File: config.mk
export PLATFORM = sky130hd
export DESIGN_NAME = mem_stage_access_ctrl_flat
export DESIGN_NICKNAME = d
export VERILOG_FILES = /design/src/rtl/mem_stage_access_ctrl_if.sv /design/src/rtl/mem_stage_access_ctrl.sv /design/src/flat_wrapper.sv
export SDC_FILE = /design/constraint.sdc
export NUM_CORES = 1
export LEC_CHECK = 0
export CAP_MARGIN = 20
export CORE_UTILIZATION = 43
export CTS_CLUSTER_DIAMETER = 100
export CTS_CLUSTER_SIZE = 28
export DETAILED_ROUTE_END_ITERATION = 8
export HOLD_SLACK_MARGIN = 0.08
export PLACE_DENSITY = 0.86
export REMOVE_ABC_BUFFERS = 1
export SLEW_MARGIN = 10
export SYNTH_ARGS = -nofsm -noshare
export SYNTH_HDL_FRONTEND = slang
export SYNTH_SLANG_ARGS = --single-unit
File: constraint.sdc
create_clock -name Clk -period 5 [get_ports Clk]
set_input_delay 1 -clock Clk [delete_from_list [all_inputs] [get_ports Clk]]
set_output_delay 1 -clock Clk [all_outputs]
set_load 0.05 [all_outputs]
File: src/rtl/mem_stage_access_ctrl_if.sv
// Bus between the MEM-stage access controller and the variable-latency data memory.
interface mem_stage_access_ctrl_if #(
  parameter int unsigned ADDR_W = 32,
  parameter int unsigned DATA_W = 32
);
  logic              mem_req;
  logic              mem_we;
  logic [ADDR_W-1:0] mem_addr;
  logic [DATA_W-1:0] mem_wdata;
  logic              mem_ack;
  logic [DATA_W-1:0] mem_rdata;

  modport master (
    output mem_req, mem_we, mem_addr, mem_wdata,
    input  mem_ack, mem_rdata
  );

  modport slave (
    input  mem_req, mem_we, mem_addr, mem_wdata,
    output mem_ack, mem_rdata
  );
endinterface

File: src/rtl/mem_stage_access_ctrl.sv
// MEM-stage data-memory access controller: req/ack handshake, pipeline stall, registered load data.
// Optional REQ wait timeout is compiled in with `define MEM_ACCESS_TIMEOUT_EN.
module mem_stage_access_ctrl #(
  parameter int unsigned ADDR_W  = 32,
  parameter int unsigned DATA_W  = 32,
  parameter int unsigned TIMEOUT = 15,
  parameter int unsigned CNT_W   = 16
) (
  input  logic              Clk,
  input  logic              Rst,
  input  logic              memRead,
  input  logic              memWrite,
  input  logic [ADDR_W-1:0] addr,
  input  logic [DATA_W-1:0] wdata,
  output logic [DATA_W-1:0] rdata,
  output logic              memHAZ,
  output logic              misalign,
  output logic              mem_err,
  output logic [CNT_W-1:0]  stall_cycles,
  mem_stage_access_ctrl_if.master mem
);

  typedef enum logic [1:0] {IDLE, REQ, DONE} state_t;

  state_t state, state_nxt;

  logic access_c;
  logic aligned_c;
  logic start_c;
  logic ack_done_c;
  logic timeout_c;
  logic misalign_c;
  logic timeout_hit_c;

  assign access_c  = memRead | memWrite;
  assign aligned_c = (addr[1:0] == 2'b00);

  // A zero timeout would underflow the wait-counter compare value.
  if (TIMEOUT == 0) begin : g_bad_timeout
    $error("TIMEOUT must be at least 1");
  end

  always_ff @(posedge Clk) begin
    if (Rst) state <= IDLE;
    else     state <= state_nxt;
  end

  always_comb begin
    state_nxt  = state;
    start_c    = 1'b0;
    ack_done_c = 1'b0;
    timeout_c  = 1'b0;
    misalign_c = 1'b0;
    memHAZ     = 1'b0;
    case (state)
      IDLE: begin
        if (access_c) begin
          if (aligned_c) begin
            start_c   = 1'b1;
            memHAZ    = 1'b1;
            state_nxt = REQ;
          end else begin
            misalign_c = 1'b1;
          end
        end
      end
      REQ: begin
        memHAZ = 1'b1;
        // Ack wins over a timeout landing in the same cycle.
        if (mem.mem_ack) begin
          ack_done_c = 1'b1;
          state_nxt  = DONE;
        end else if (timeout_hit_c) begin
          timeout_c = 1'b1;
          state_nxt = DONE;
        end
      end
      DONE:    state_nxt = IDLE;
      default: state_nxt = IDLE;
    endcase
  end

  // Request fields, load data, misalign pulse and stall counter.
  always_ff @(posedge Clk) begin
    if (Rst) begin
      rdata         <= '0;
      mem.mem_req   <= 1'b0;
      mem.mem_we    <= 1'b0;
      mem.mem_addr  <= '0;
      mem.mem_wdata <= '0;
      misalign      <= 1'b0;
      stall_cycles  <= '0;
    end else begin
      misalign <= misalign_c;
      if (start_c) begin
        mem.mem_req   <= 1'b1;
        mem.mem_we    <= memWrite;
        mem.mem_addr  <= addr;
        mem.mem_wdata <= wdata;
      end
      if (ack_done_c || timeout_c) mem.mem_req <= 1'b0;
      if (ack_done_c && !mem.mem_we) rdata <= mem.mem_rdata;
      if (timeout_c && !mem.mem_we)  rdata <= DATA_W'(32'hDEADBEEF);
      if (memHAZ && (stall_cycles != {CNT_W{1'b1}}))
        stall_cycles <= stall_cycles + CNT_W'(1);
    end
  end

`ifdef MEM_ACCESS_TIMEOUT_EN
  localparam int unsigned WAIT_W = $clog2(TIMEOUT + 1);

  logic [WAIT_W-1:0] wait_cnt;

  assign timeout_hit_c = (wait_cnt == WAIT_W'(TIMEOUT - 1));

  // Counts REQ cycles without ack; cleared as each request is launched.
  always_ff @(posedge Clk) begin
    if (Rst) begin
      wait_cnt <= '0;
      mem_err  <= 1'b0;
    end else begin
      mem_err <= timeout_c;
      if (start_c)
        wait_cnt <= '0;
      else if ((state == REQ) && !mem.mem_ack)
        wait_cnt <= wait_cnt + WAIT_W'(1);
    end
  end
`else
  assign timeout_hit_c = 1'b0;
  assign mem_err       = 1'b0;
`endif

endmodule
File: src/flat_wrapper.sv
// flat-port wrapper written by rule: the top's interface ports become plain ports
module mem_stage_access_ctrl_flat 
#(
  parameter int unsigned ADDR_W  = 32,
  parameter int unsigned DATA_W  = 32,
  parameter int unsigned TIMEOUT = 15,
  parameter int unsigned CNT_W   = 16
)
  (Clk, Rst, memRead, memWrite, addr, wdata, rdata, memHAZ, misalign, mem_err, stall_cycles, mem_mem_req, mem_mem_we, mem_mem_addr, mem_mem_wdata, mem_mem_ack, mem_mem_rdata);
  mem_stage_access_ctrl_if #(.ADDR_W(ADDR_W), .DATA_W(DATA_W)) mem_i ();
  input  logic Clk;
  input  logic Rst;
  input  logic memRead;
  input  logic memWrite;
  input  logic [ADDR_W-1:0] addr;
  input  logic [DATA_W-1:0] wdata;
  output logic [DATA_W-1:0] rdata;
  output logic memHAZ;
  output logic misalign;
  output logic mem_err;
  output logic [CNT_W-1:0] stall_cycles;
  output wire logic [$bits(mem_i.mem_req)-1:0] mem_mem_req;
  output wire logic [$bits(mem_i.mem_we)-1:0] mem_mem_we;
  output wire logic [$bits(mem_i.mem_addr)-1:0] mem_mem_addr;
  output wire logic [$bits(mem_i.mem_wdata)-1:0] mem_mem_wdata;
  input wire logic [$bits(mem_i.mem_ack)-1:0] mem_mem_ack;
  input wire logic [$bits(mem_i.mem_rdata)-1:0] mem_mem_rdata;
  assign mem_mem_req = mem_i.mem_req;
  assign mem_mem_we = mem_i.mem_we;
  assign mem_mem_addr = mem_i.mem_addr;
  assign mem_mem_wdata = mem_i.mem_wdata;
  assign mem_i.mem_ack = mem_mem_ack;
  assign mem_i.mem_rdata = mem_mem_rdata;
  mem_stage_access_ctrl #(.ADDR_W(ADDR_W), .DATA_W(DATA_W), .TIMEOUT(TIMEOUT), .CNT_W(CNT_W)) u_core (.Clk(Clk), .Rst(Rst), .memRead(memRead), .memWrite(memWrite), .addr(addr), .wdata(wdata), .rdata(rdata), .memHAZ(memHAZ), .misalign(misalign), .mem_err(mem_err), .stall_cycles(stall_cycles), .mem(mem_i));
endmodule
==> results.sh, run 1 <==
export IMPL_run_status="finished, final reports clean"
export IMPL_synth_edff_count=0
export IMPL_track_usage=0.237
export IMPL_fillers=717
export IMPL_synth_warnings=0
export IMPL_drv_slew=0
export IMPL_post_route_cells_drive_above_1_share=0.0684
export IMPL_floorplan_initialDensity=0.442
export IMPL_num_io_pins=218
export IMPL_power_density_cell_area_nw_per_um2=356
export IMPL_power_uw=2540
export IMPL_min_period_over_period=0.822
export IMPL_die_extent_in_x_um=102
export IMPL_dr_pass1_iters=4
export IMPL_kind_of_start_point_of_the_critical_path="input pin"
export IMPL_crit_path_max_fanout=13
export IMPL_achievable_frequency_ghz=0.243
export IMPL_die_area_um2=10400
export IMPL_detail_route_drc_violations=0
export IMPL_post_synth_top_area_cell="sky130_fd_sc_hd__dfxtp_1"
export IMPL_worst_slack_ns=0.889
export IMPL_ctsHtreeMaxLevel=4
export IMPL_number_of_antenna_violations_at_the_first_check_in_global_routing=0
export IMPL_avgViaCountPerCell=5.04
export IMPL_timing_slew_headroom=0.522
export IMPL_utilization_of_the_core_after_routing=0.734
export IMPL_seq_area_um2=2340
export IMPL_power_leakage_uw=0.00253
export IMPL_insertion_delay_ns=0.50
export IMPL_r2r_cells=6
export IMPL_worst_setup_path_type="input pin to primary output"
export IMPL_postCtsResizedCells=0
export IMPL_worst_path_largest_cell_delay_ns=0.73
export IMPL_combinationalPowerShare=0.135
export IMPL_place_hpwl_um=8560
export IMPL_switchingPower_uw=637
export IMPL_grt_setup_unrepaired="no"
export IMPL_postSynth_asyncResetShare=0
export IMPL_pwr_share_clk=0.479
export IMPL_synth_avg_cell_area_um2=8.11
export IMPL_final_hold_violation_count=0
export IMPL_number_of_diodes=0
export IMPL_cts_tree="built"
export IMPL_synth_top_cells_by_area="sky130_fd_sc_hd__dfxtp_1, sky130_fd_sc_hd__nand2_1, sky130_fd_sc_hd__a21oi_1"
export IMPL_max_cap_violations=0
export IMPL_core_area_um2=9730
export IMPL_routedWlPerCell_um=14.2
export IMPL_preCtsSetupSlack_ns=0.908
export IMPL_cts_sinks=117
export IMPL_finalClockSkew_ns=0.00418
export IMPL_timing_critical_path_slowest_stage_cell="sky130_fd_sc_hd__clkdlybuf4s50_1"
export IMPL_ir_worst_vdd_mv=0.225
export IMPL_drt_initial_drc_count=152
export IMPL_postRouteAntennaNets=0
export IMPL_synth_ff_type="sky130_fd_sc_hd__dfxtp_1"
export IMPL_grt_overflow_total=0
export IMPL_setup_violations_final=0
export IMPL_layout_commonest_cell="sky130_fd_sc_hd__clkdlybuf4s50_1"
export IMPL_syn2layout_area_growth_pct=66.0
export IMPL_numCtsBuffers=17
export IMPL_synthDominantCellAreaShare=0.545
export IMPL_grt_max_degree=72
export IMPL_synth_distinct_cells=42
export IMPL_routed_wirelength_um=12400
export IMPL_min_delay_path_class="flip-flop to flip-flop"
export IMPL_cp_buffers_inverters=2
export IMPL_most_frequent_cell_on_the_critical_path="sky130_fd_sc_hd__clkdlybuf4s50_1"
export IMPL_worstSetupEndpointType="primary output"
export IMPL_internal_power_uw=1910
export IMPL_sw_frac_of_total=0.250
export IMPL_critical_path_cell_chain="clkdlybuf4s50_1 > or2_2 > a21oi_2 > nor2_1 > clkdlybuf4s50_1"
export IMPL_final_net_count=835
export IMPL_worst_hold_path_num_cells=2
export IMPL_routed_via_count=4428
export IMPL_min_delay_start="u_core.mem.mem_wdata[28]$_SDFFE_PP0P_"
export IMPL_clockBufferDepth=2
export IMPL_cp_depth=5
export IMPL_hold_critical_path_endpoint="u_core.mem.mem_wdata[28]$_SDFFE_PP0P_"
export IMPL_synthesis_instances=530
export IMPL_hold_bufs_at_cts=0
export IMPL_layout_min_cycle_time_ns=4.11
export IMPL_path_delay_family="buffers and inverters"
export IMPL_number_of_post_cts_setup_repair_buffers=0
export IMPL_r2r_slack_ns=2.94
export IMPL_r2r_end="u_core.stall_cycles[14]$_SDFFE_PP0P_"
export IMPL_area_occupied_by_multi_input_gates_um2=1820
export IMPL_seq_area_frac_synth=0.545
export IMPL_final_setup_tns_ns=0
export IMPL_fp_row_count=36
export IMPL_place_gp_congestion=0.802
export IMPL_clk_root_buffer_cell="sky130_fd_sc_hd__clkbuf_8"
export IMPL_worst_slew_pin_transition_ns=0.717
export IMPL_seq_power_share=0.386
export IMPL_die_height_um=102
export IMPL_grt_first_pass_wirelength_um=19100
export IMPL_yosys_register_bits=117
export IMPL_synthesis_area_um2=4300
export IMPL_timing_critical_path_arrival_ns=3.11
export IMPL_via_count_of_the_first_global_routing_pass=4127
export IMPL_required_ns=4.00
export IMPL_final_cell_mix="sky130_fd_sc_hd__clkdlybuf4s50_1, sky130_fd_sc_hd__nand2_1, sky130_fd_sc_hd__dfxtp_1"
export IMPL_io_buffer_count=216
export IMPL_regToRegStartpoint="u_core.stall_cycles[0]$_SDFFE_PP0P_"
export IMPL_cts_clk_slew_worst_paths_ns=0.05
## kinds of logic after synthesis
logic type	Yosys count	synth area share
AND/OR/NAND/NOR	257	0.265
flip-flops	117	0.545
AO/OA/AOI/OAI	104	0.124
buffers and inverters	37	0.0352
XOR/XNOR	10	0.0204
multiplexers	3	0.00757
adder cells (fa/ha/maj)	1	0.00291
other	1	0.000872
## cell usage after synthesis (3+ instances only)
library cell               instances
sky130_fd_sc_hd__nor3_1            5
sky130_fd_sc_hd__nor4b_1           3
sky130_fd_sc_hd__dfxtp_1         117
sky130_fd_sc_hd__nor2_1           19
sky130_fd_sc_hd__clkbuf_1         27
sky130_fd_sc_hd__nor4_1            4
sky130_fd_sc_hd__a21oi_1          99
sky130_fd_sc_hd__nand3_1           8
sky130_fd_sc_hd__nand2_1         193
sky130_fd_sc_hd__xnor2_1          10
sky130_fd_sc_hd__buf_2             7
## how the worst max path moves through the flow
stage                        start                                    to  slack [ns]
after global placement    memWrite                                memHAZ        0.96
after CTS                 memWrite                                memHAZ        0.91
after global routing      memWrite                                memHAZ        0.83
after detailed placement  memWrite                                memHAZ        0.91
final                     memWrite                                memHAZ        0.89
after floorplan           memWrite  u_core.mem.mem_addr[10]$_SDFFE_PP0P_        0.20
## registers in the layout, summed over array words and instances, names as in the netlist
signal	count
u_core.mem.mem_addr	32
u_core.mem.mem_req	1
u_core.mem.mem_wdata	32
u_core.mem.mem_we	1
u_core.misalign	1
u_core.rdata	32
u_core.stall_cycles	16
u_core.state	2
## layer usage
metal / global-route usage / wire (um) / up-vias
met5: 0 / 0 / -
met2: 0.419 / 6390 / 192
met1: 0.236 / 4590 / 2054
met4: 0.132 / 354 / 0
met3: 0.0978 / 1110 / 30
li1: - / - / 2152
## power groups by stage
stage | Combinational [uW] | Clock [uW] | Sequential (uW)
floorplan | 64.1 | 0 | 1110
global placement | 337 | 0 | 1000
detailed placement | 342 | 0 | 1000
CTS | 344 | 1240 | 982
global route | 362 | 1280 | 986
finish | 342 | 1220 | 982
## stage by stage
| step | area [um2] | instances | hold slack, ns |
|---|---|---|---|
| 2_1_floorplan | 4150 | 494 | 0.524 |
| 3_3_place_gp | 6510 | 846 | 0.440 |
| 3_5_place_dp | 6530 | 847 | 0.446 |
| 4_1_cts | 7140 | 879 | 0.454 |
| 5_1_grt | 7140 | 879 | 0.466 |
| 6_report | 7140 | 879 | 0.453 |
## worst reg2reg max path: stages (launching register included)
cell and delay (ns):
sky130_fd_sc_hd__dfxtp_1 0.45, sky130_fd_sc_hd__ha_1 0.22, sky130_fd_sc_hd__nand3_1 0.15, sky130_fd_sc_hd__nor4_4 0.55, sky130_fd_sc_hd__nor3_2 0.13, sky130_fd_sc_hd__nand3_1 0.12
sky130_fd_sc_hd__mux2_1 0.32
## cell type report
| type | instances | area share |
|---|---|---|
| flip-flops and latches | 117 | 0.328 |
| inverters | 1 | 0.000526 |
| well taps | 133 | 0.0233 |
| clock inverters | 11 | 0.0210 |
| multi-input cells | 376 | 0.255 |
| repair buffers | 220 | 0.308 |
| clock buffers | 21 | 0.0643 |
No activity file was read; power rests on OpenSTA's default activity.
==> run 2: changes to the inputs <==
- CORE_UTILIZATION: 43 -> 36
- PLACE_DENSITY: 0.86 -> 0.76
- clock period: 5 -> 3.5 ns (I/O delays scaled with it)
==> run 2 against run 1 <==
Clock power increased by 28%. Clock skew up 0.00088 ns. Critical path type unchanged. Global-route usage is 3.3 points lower. Register-to-register slack got worse by 1.4 ns. Routed wire length shrank 0.76%. Sequential share of layout area rose by 0.25 points. Die area grew 19%. Total power up 36%. Cell count up 1.3%. First-iteration DRC count grew 74%. Worst setup slack lost 0.0039 ns. Utilization shrank 12 points. The run now ends with DRC left. Critical endpoint unchanged. Highest routed layer unchanged.
==> results.sh, run 2 (same netlist as run 1, synthesis figures left out) <==
export IMPL_layout_min_cycle_time_ns=2.62
export IMPL_postRouteAntennaNets=0
export IMPL_place_hpwl_um=8540
export IMPL_r2r_cells=6
export IMPL_grt_first_pass_wirelength_um=20000
export IMPL_place_gp_congestion=0.861
export IMPL_critical_path_cell_chain="clkdlybuf4s50_1 > or2_2 > a21oi_2 > nor2_1 > buf_4"
export IMPL_largest_registers="u_core.mem.mem_addr (32), u_core.mem.mem_wdata (32), u_core.rdata (32)"
export IMPL_worst_setup_path_endpoint="memHAZ"
export IMPL_worst_setup_path_type="input pin to primary output"
export IMPL_worst_slack_ns=0.885
export IMPL_die_extent_in_x_um=111
export IMPL_failed_checks="DRC"
export IMPL_path_delay_family="buffers and inverters"
export IMPL_finalClockSkew_ns=0.00506
export IMPL_worst_slew_pin_transition_ns=0.980
export IMPL_run_status="finished with violations"
export IMPL_utilization_of_the_core_after_routing=0.615
export IMPL_hold_bufs_at_cts=0
export IMPL_number_of_diodes=0
export IMPL_regToRegStartpoint="u_core.stall_cycles[0]$_SDFFE_PP0P_"
export IMPL_final_cell_mix="sky130_fd_sc_hd__clkdlybuf4s50_1, sky130_fd_sc_hd__nand2_1, sky130_fd_sc_hd__dfxtp_1"
export IMPL_r2r_slack_ns=1.51
export IMPL_routed_wirelength_um=12300
export IMPL_min_period_over_period=0.747
export IMPL_num_io_pins=218
export IMPL_avgViaCountPerCell=4.86
export IMPL_floorplan_initialDensity=0.373
export IMPL_core_area_um2=11500
export IMPL_fillers=1006
export IMPL_layout_commonest_cell="sky130_fd_sc_hd__clkdlybuf4s50_1"
export IMPL_achievable_frequency_ghz=0.382
export IMPL_worstSetupEndpointType="primary output"
export IMPL_number_of_antenna_violations_at_the_first_check_in_global_routing=0
export IMPL_cp_depth=5
export IMPL_insertion_delay_ns=0.41
export IMPL_clk_root_buffer_cell="sky130_fd_sc_hd__clkbuf_16"
export IMPL_number_of_post_cts_setup_repair_buffers=0
export IMPL_timing_critical_path_arrival_ns=1.92
export IMPL_power_leakage_uw=0.00252
export IMPL_cts_sinks=117
export IMPL_max_cap_violations=0
export IMPL_routedWlPerCell_um=13.9
export IMPL_via_count_of_the_first_global_routing_pass=4208
export IMPL_final_hold_violation_count=0
export IMPL_timing_slew_headroom=0.347
export IMPL_post_route_cells_drive_above_1_share=0.0643
export IMPL_kind_of_start_point_of_the_critical_path="input pin"
export IMPL_die_height_um=111
export IMPL_detail_route_drc_violations=28
export IMPL_dr_pass1_iters=7
export IMPL_ctsHtreeMaxLevel=4
export IMPL_io_buffer_count=216
export IMPL_worst_path_largest_cell_delay_ns=0.41
export IMPL_preCtsSetupSlack_ns=0.869
export IMPL_cts_tree="built"
export IMPL_postCtsResizedCells=0
export IMPL_drv_slew=0
export IMPL_crit_path_max_fanout=3
export IMPL_grt_setup_unrepaired="no"
export IMPL_r2r_end="u_core.stall_cycles[14]$_SDFFE_PP0P_"
export IMPL_routed_via_count=4327
export IMPL_final_net_count=836
export IMPL_min_delay_path_class="flip-flop to flip-flop"
export IMPL_power_density_cell_area_nw_per_um2=488
export IMPL_required_ns=2.80
export IMPL_cp_buffers_inverters=2
export IMPL_ir_worst_vdd_mv=0.430
export IMPL_grt_overflow_total=0
export IMPL_syn2layout_area_growth_pct=64.8
export IMPL_grt_max_degree=98
export IMPL_setup_violations_final=0
export IMPL_crit_start="memWrite"
export IMPL_timing_critical_path_slowest_stage_cell="sky130_fd_sc_hd__clkdlybuf4s50_1"
export IMPL_clockBufferDepth=2
export IMPL_whs_ns=0.450
export IMPL_drt_initial_drc_count=265
export IMPL_track_usage=0.204
export IMPL_numCtsBuffers=17
export IMPL_fp_row_count=39
export IMPL_cts_clk_slew_worst_paths_ns=0.05
export IMPL_die_area_um2=12400
[run 2: through the flow]
step / cell area (um2) / power [uW] / TNS (ns) / std cells
after CTS: 7080 / 3500 / 0 / 890
after detailed placement: 6540 / 1920 / 0 / 858
final: 7080 / 3460 / 0 / 890
after floorplan: 4150 / 1670 / -65.97 / 494
after global placement: 6540 / 1910 / 0 / 858
after global routing: 7080 / 3590 / 0 / 890
[run 2: final cells by class]
type | count | area (um2) | share of cell area
flip-flops and latches | 117 | 2340 | 0.331
repair buffers | 221 | 2190 | 0.310
multi-input cells | 376 | 1820 | 0.257
clock buffers | 29 | 531 | 0.0749
well taps | 143 | 179 | 0.0253
clock inverters | 3 | 15.0 | 0.00212
inverters | 1 | 3.75 | 0.000530
[run 2: how the worst min path moves through the flow]
stage	startpoint	to	slack [ns]	cells past startpoint
floorplan	u_core.state[0]$_SDFFE_PP0P_	u_core.state[1]$_SDFFE_PP0P_	0.52	2
detailed placement	u_core.mem.mem_addr[4]$_SDFFE_PP0P_	u_core.mem.mem_addr[4]$_SDFFE_PP0P_	0.45	2
global route	u_core.mem.mem_addr[25]$_SDFFE_PP0P_	u_core.mem.mem_addr[25]$_SDFFE_PP0P_	0.47	2
global placement	u_core.mem.mem_wdata[5]$_SDFFE_PP0P_	u_core.mem.mem_wdata[5]$_SDFFE_PP0P_	0.44	2
CTS	u_core.mem.mem_wdata[0]$_SDFFE_PP0P_	u_core.mem.mem_wdata[0]$_SDFFE_PP0P_	0.45	2
finish	u_core.mem.mem_wdata[0]$_SDFFE_PP0P_	u_core.mem.mem_wdata[0]$_SDFFE_PP0P_	0.45	2
[run 2: where the power goes]
group	internal (uW)	switching (uW)	leakage [uW]	total, uW
Sequential	1380	26.3	0.000950	1410
Combinational	204	285	0.00130	489
Clock	1010	552	0.000271	1560
Total	2600	863	0.00252	3460
[run 2: tightest hold or removal path, cell delays in order, from the launching register on]
cell and delay [ns]:
sky130_fd_sc_hd__dfxtp_1 0.30, sky130_fd_sc_hd__nand2_1 0.05, sky130_fd_sc_hd__a21oi_1 0.05
[run 2: layer usage]
metal  GRT usage  vias up  wire length [um]
met5           0        -                 0
li1            -     2145                 -
met4       0.105        0               258
met3      0.0880       24              1130
met2       0.346      188              6050
met1       0.216     1970              4910
==> run 3: changes to the inputs <==
- clock period: 3.5 -> 2.25 ns (I/O delays scaled with it)
==> run 3 against run 2 <==
The flow still finishes with violations (DRC). Clock power increased by 53%. Critical path depth down 4. Utilization grew 0.65 points. Routed wire length down 1.0%. Non-clock buffer count is 7 higher. Sequential power up 55%. Worst hold slack got worse by 0.0013 ns. Total power is 55% higher. Worst setup slack lost 0.80 ns. Clock skew increased by 0.0012 ns. Via count decreased by 1.3%. Combinational power is 62% higher. Largest cell class unchanged. Largest power group unchanged.
==> results.sh, run 3 (same netlist as run 1, synthesis figures left out) <==
export IMPL_run_status="finished with violations"
export IMPL_failed_checks="DRC"
export IMPL_power_density_cell_area_nw_per_um2=749
export IMPL_min_period_over_period=0.963
export IMPL_cts_tree="built"
export IMPL_numCtsBuffers=17
export IMPL_dr_pass1_iters=7
export IMPL_r2r_cells=6
export IMPL_fp_row_count=39
export IMPL_path_delay_family="buffers and inverters"
export IMPL_postRouteAntennaNets=0
export IMPL_finalClockSkew_ns=0.00628
export IMPL_final_setup_tns_ns=0
export IMPL_layout_min_cycle_time_ns=2.17
export IMPL_worst_path_largest_cell_delay_ns=0.86
export IMPL_final_hold_violation_count=0
export IMPL_routed_via_count=4272
export IMPL_min_delay_start="u_core.rdata[18]$_SDFFE_PP0P_"
export IMPL_number_of_antenna_violations_at_the_first_check_in_global_routing=0
export IMPL_final_cell_mix="sky130_fd_sc_hd__clkdlybuf4s50_1, sky130_fd_sc_hd__nand2_1, sky130_fd_sc_hd__dfxtp_1"
export IMPL_r2r_end="u_core.stall_cycles[14]$_SDFFE_PP0P_"
export IMPL_via_count_of_the_first_global_routing_pass=4167
export IMPL_worst_hold_path_num_cells=2
export IMPL_place_gp_congestion=0.814
export IMPL_insertion_delay_ns=0.40
export IMPL_worst_slew_pin_transition_ns=0.624
export IMPL_clk_root_buffer_cell="sky130_fd_sc_hd__clkbuf_16"
export IMPL_routed_wirelength_um=12200
export IMPL_detail_route_drc_violations=28
export IMPL_number_of_diodes=0
export IMPL_grt_max_degree=67
export IMPL_critical_path_cell_chain="clkdlybuf4s50_1"
export IMPL_timing_slew_headroom=0.584
export IMPL_timing_critical_path_slowest_stage_cell="sky130_fd_sc_hd__clkdlybuf4s50_1"
export IMPL_floorplan_initialDensity=0.373
export IMPL_post_route_cells_drive_above_1_share=0.0719
export IMPL_final_net_count=843
export IMPL_grt_setup_unrepaired="no"
export IMPL_avgViaCountPerCell=4.78
export IMPL_track_usage=0.201
export IMPL_utilization_of_the_core_after_routing=0.622
export IMPL_r2r_slack_ns=0.27
export IMPL_timing_critical_path_arrival_ns=1.72
export IMPL_worst_setup_path_type="flip-flop to primary output"
export IMPL_required_ns=1.80
export IMPL_core_area_um2=11500
export IMPL_crit_path_max_fanout=7
export IMPL_ir_worst_vdd_mv=0.493
export IMPL_use_met2=0.340
export IMPL_placed_cells_incl_taps=863
export IMPL_regToRegStartpoint="u_core.stall_cycles[1]$_SDFFE_PP0P_"
export IMPL_hold_critical_path_endpoint="u_core.rdata[18]$_SDFFE_PP0P_"
export IMPL_worstSetupEndpointType="primary output"
export IMPL_num_io_pins=218
export IMPL_io_buffer_count=216
export IMPL_layout_commonest_cell="sky130_fd_sc_hd__clkdlybuf4s50_1"
export IMPL_worst_slack_ns=0.0831
export IMPL_kind_of_start_point_of_the_critical_path="flip-flop"
export IMPL_largest_registers="u_core.mem.mem_addr (32), u_core.mem.mem_wdata (32), u_core.rdata (32)"
export IMPL_die_height_um=111
export IMPL_clockBufferDepth=2
export IMPL_max_cap_violations=0
export IMPL_setup_violations_final=0
export IMPL_die_extent_in_x_um=111
export IMPL_power_leakage_uw=0.00256
export IMPL_grt_use_met1=0.218
export IMPL_place_hpwl_um=8480
export IMPL_global_route_usage_met3=0.0776
export IMPL_cts_clk_slew_worst_paths_ns=0.05
export IMPL_cts_sinks=117
export IMPL_cp_buffers_inverters=1
export IMPL_grt_first_pass_wirelength_um=19600
export IMPL_grt_overflow_total=0
export IMPL_drt_initial_drc_count=236
export IMPL_drv_slew=0
export IMPL_hold_bufs_at_cts=0
export IMPL_die_area_um2=12400
export IMPL_achievable_frequency_ghz=0.461
export IMPL_min_delay_path_class="flip-flop to flip-flop"
export IMPL_preCtsSetupSlack_ns=-0.0715
export IMPL_finalNonFillerCells=894
export IMPL_routedWlPerCell_um=13.7
export IMPL_whs_ns=0.448
export IMPL_syn2layout_area_growth_pct=66.5
export IMPL_global_route_peak_usage_layer="met2"
export IMPL_ctsHtreeMaxLevel=4
## run 3: cell types whose count changed in the layout (fill, tap and decap cells not counted), sizes merged
cell / before / now
buf: 7 / 14
clkbuf: 29 / 23
clkinv: 3 / 5
bufinv: 0 / 1
## run 3: how the worst max path moves through the flow
| stage | cells after the start | slack [ns] | startpoint | end |
|---|---|---|---|---|
| after global placement | 5 | -0.06 | memWrite | memHAZ |
| after detailed placement | 5 | -0.07 | memWrite | memHAZ |
| after floorplan | 5 | -2.00 | memWrite | u_core.mem.mem_addr[10]$_SDFFE_PP0P_ |
| after CTS | 5 | 0.009 | memWrite | memHAZ |
| after global routing | 1 | 0.02 | u_core.stall_cycles[8]$_SDFFE_PP0P_ | stall_cycles[8] |
| final | 1 | 0.08 | u_core.stall_cycles[8]$_SDFFE_PP0P_ | stall_cycles[8] |
## run 3: per-layer routing
| metal | vias up | share of wire |
|---|---|---|
| met2 | 168 | 0.48 |
| li1 | 2163 | - |
| met4 | 0 | 0.020 |
| met3 | 18 | 0.089 |
| met1 | 1923 | 0.41 |
| met5 | - | 0 |
## run 3: per-stage QoR
step,power [uW],cell area [um2]
floorplan,2600,4150
global placement,3000,6610
detailed placement,3010,6610
CTS,5420,7140
global route,5580,7160
finish,5360,7160
## run 3: cell type report
class                           instances  area [um2]
Inverter                                1        3.75
Tap cell                              143         179
Multi-Input combinational cell        376        1830
Sequential cell                       117        2340
Timing Repair Buffer                  228        2280
Clock buffer                           23         468
Clock inverter                          6        55.1
Fill cell                             985        4360
## run 3: where the power goes
part | total [uW] | switching (uW) | internal [uW]
sequential | 2180 | 37.8 | 2150
combinational | 790 | 452 | 338
clock | 2390 | 848 | 1540
## run 3: what timing repair did
action | 4_1_cts | 5_1_grt
resized for setup | 1 | 0
pin swaps | 0 | 1
setup endpoints to repair | 1 | 1
buffers inserted | 0 | 2
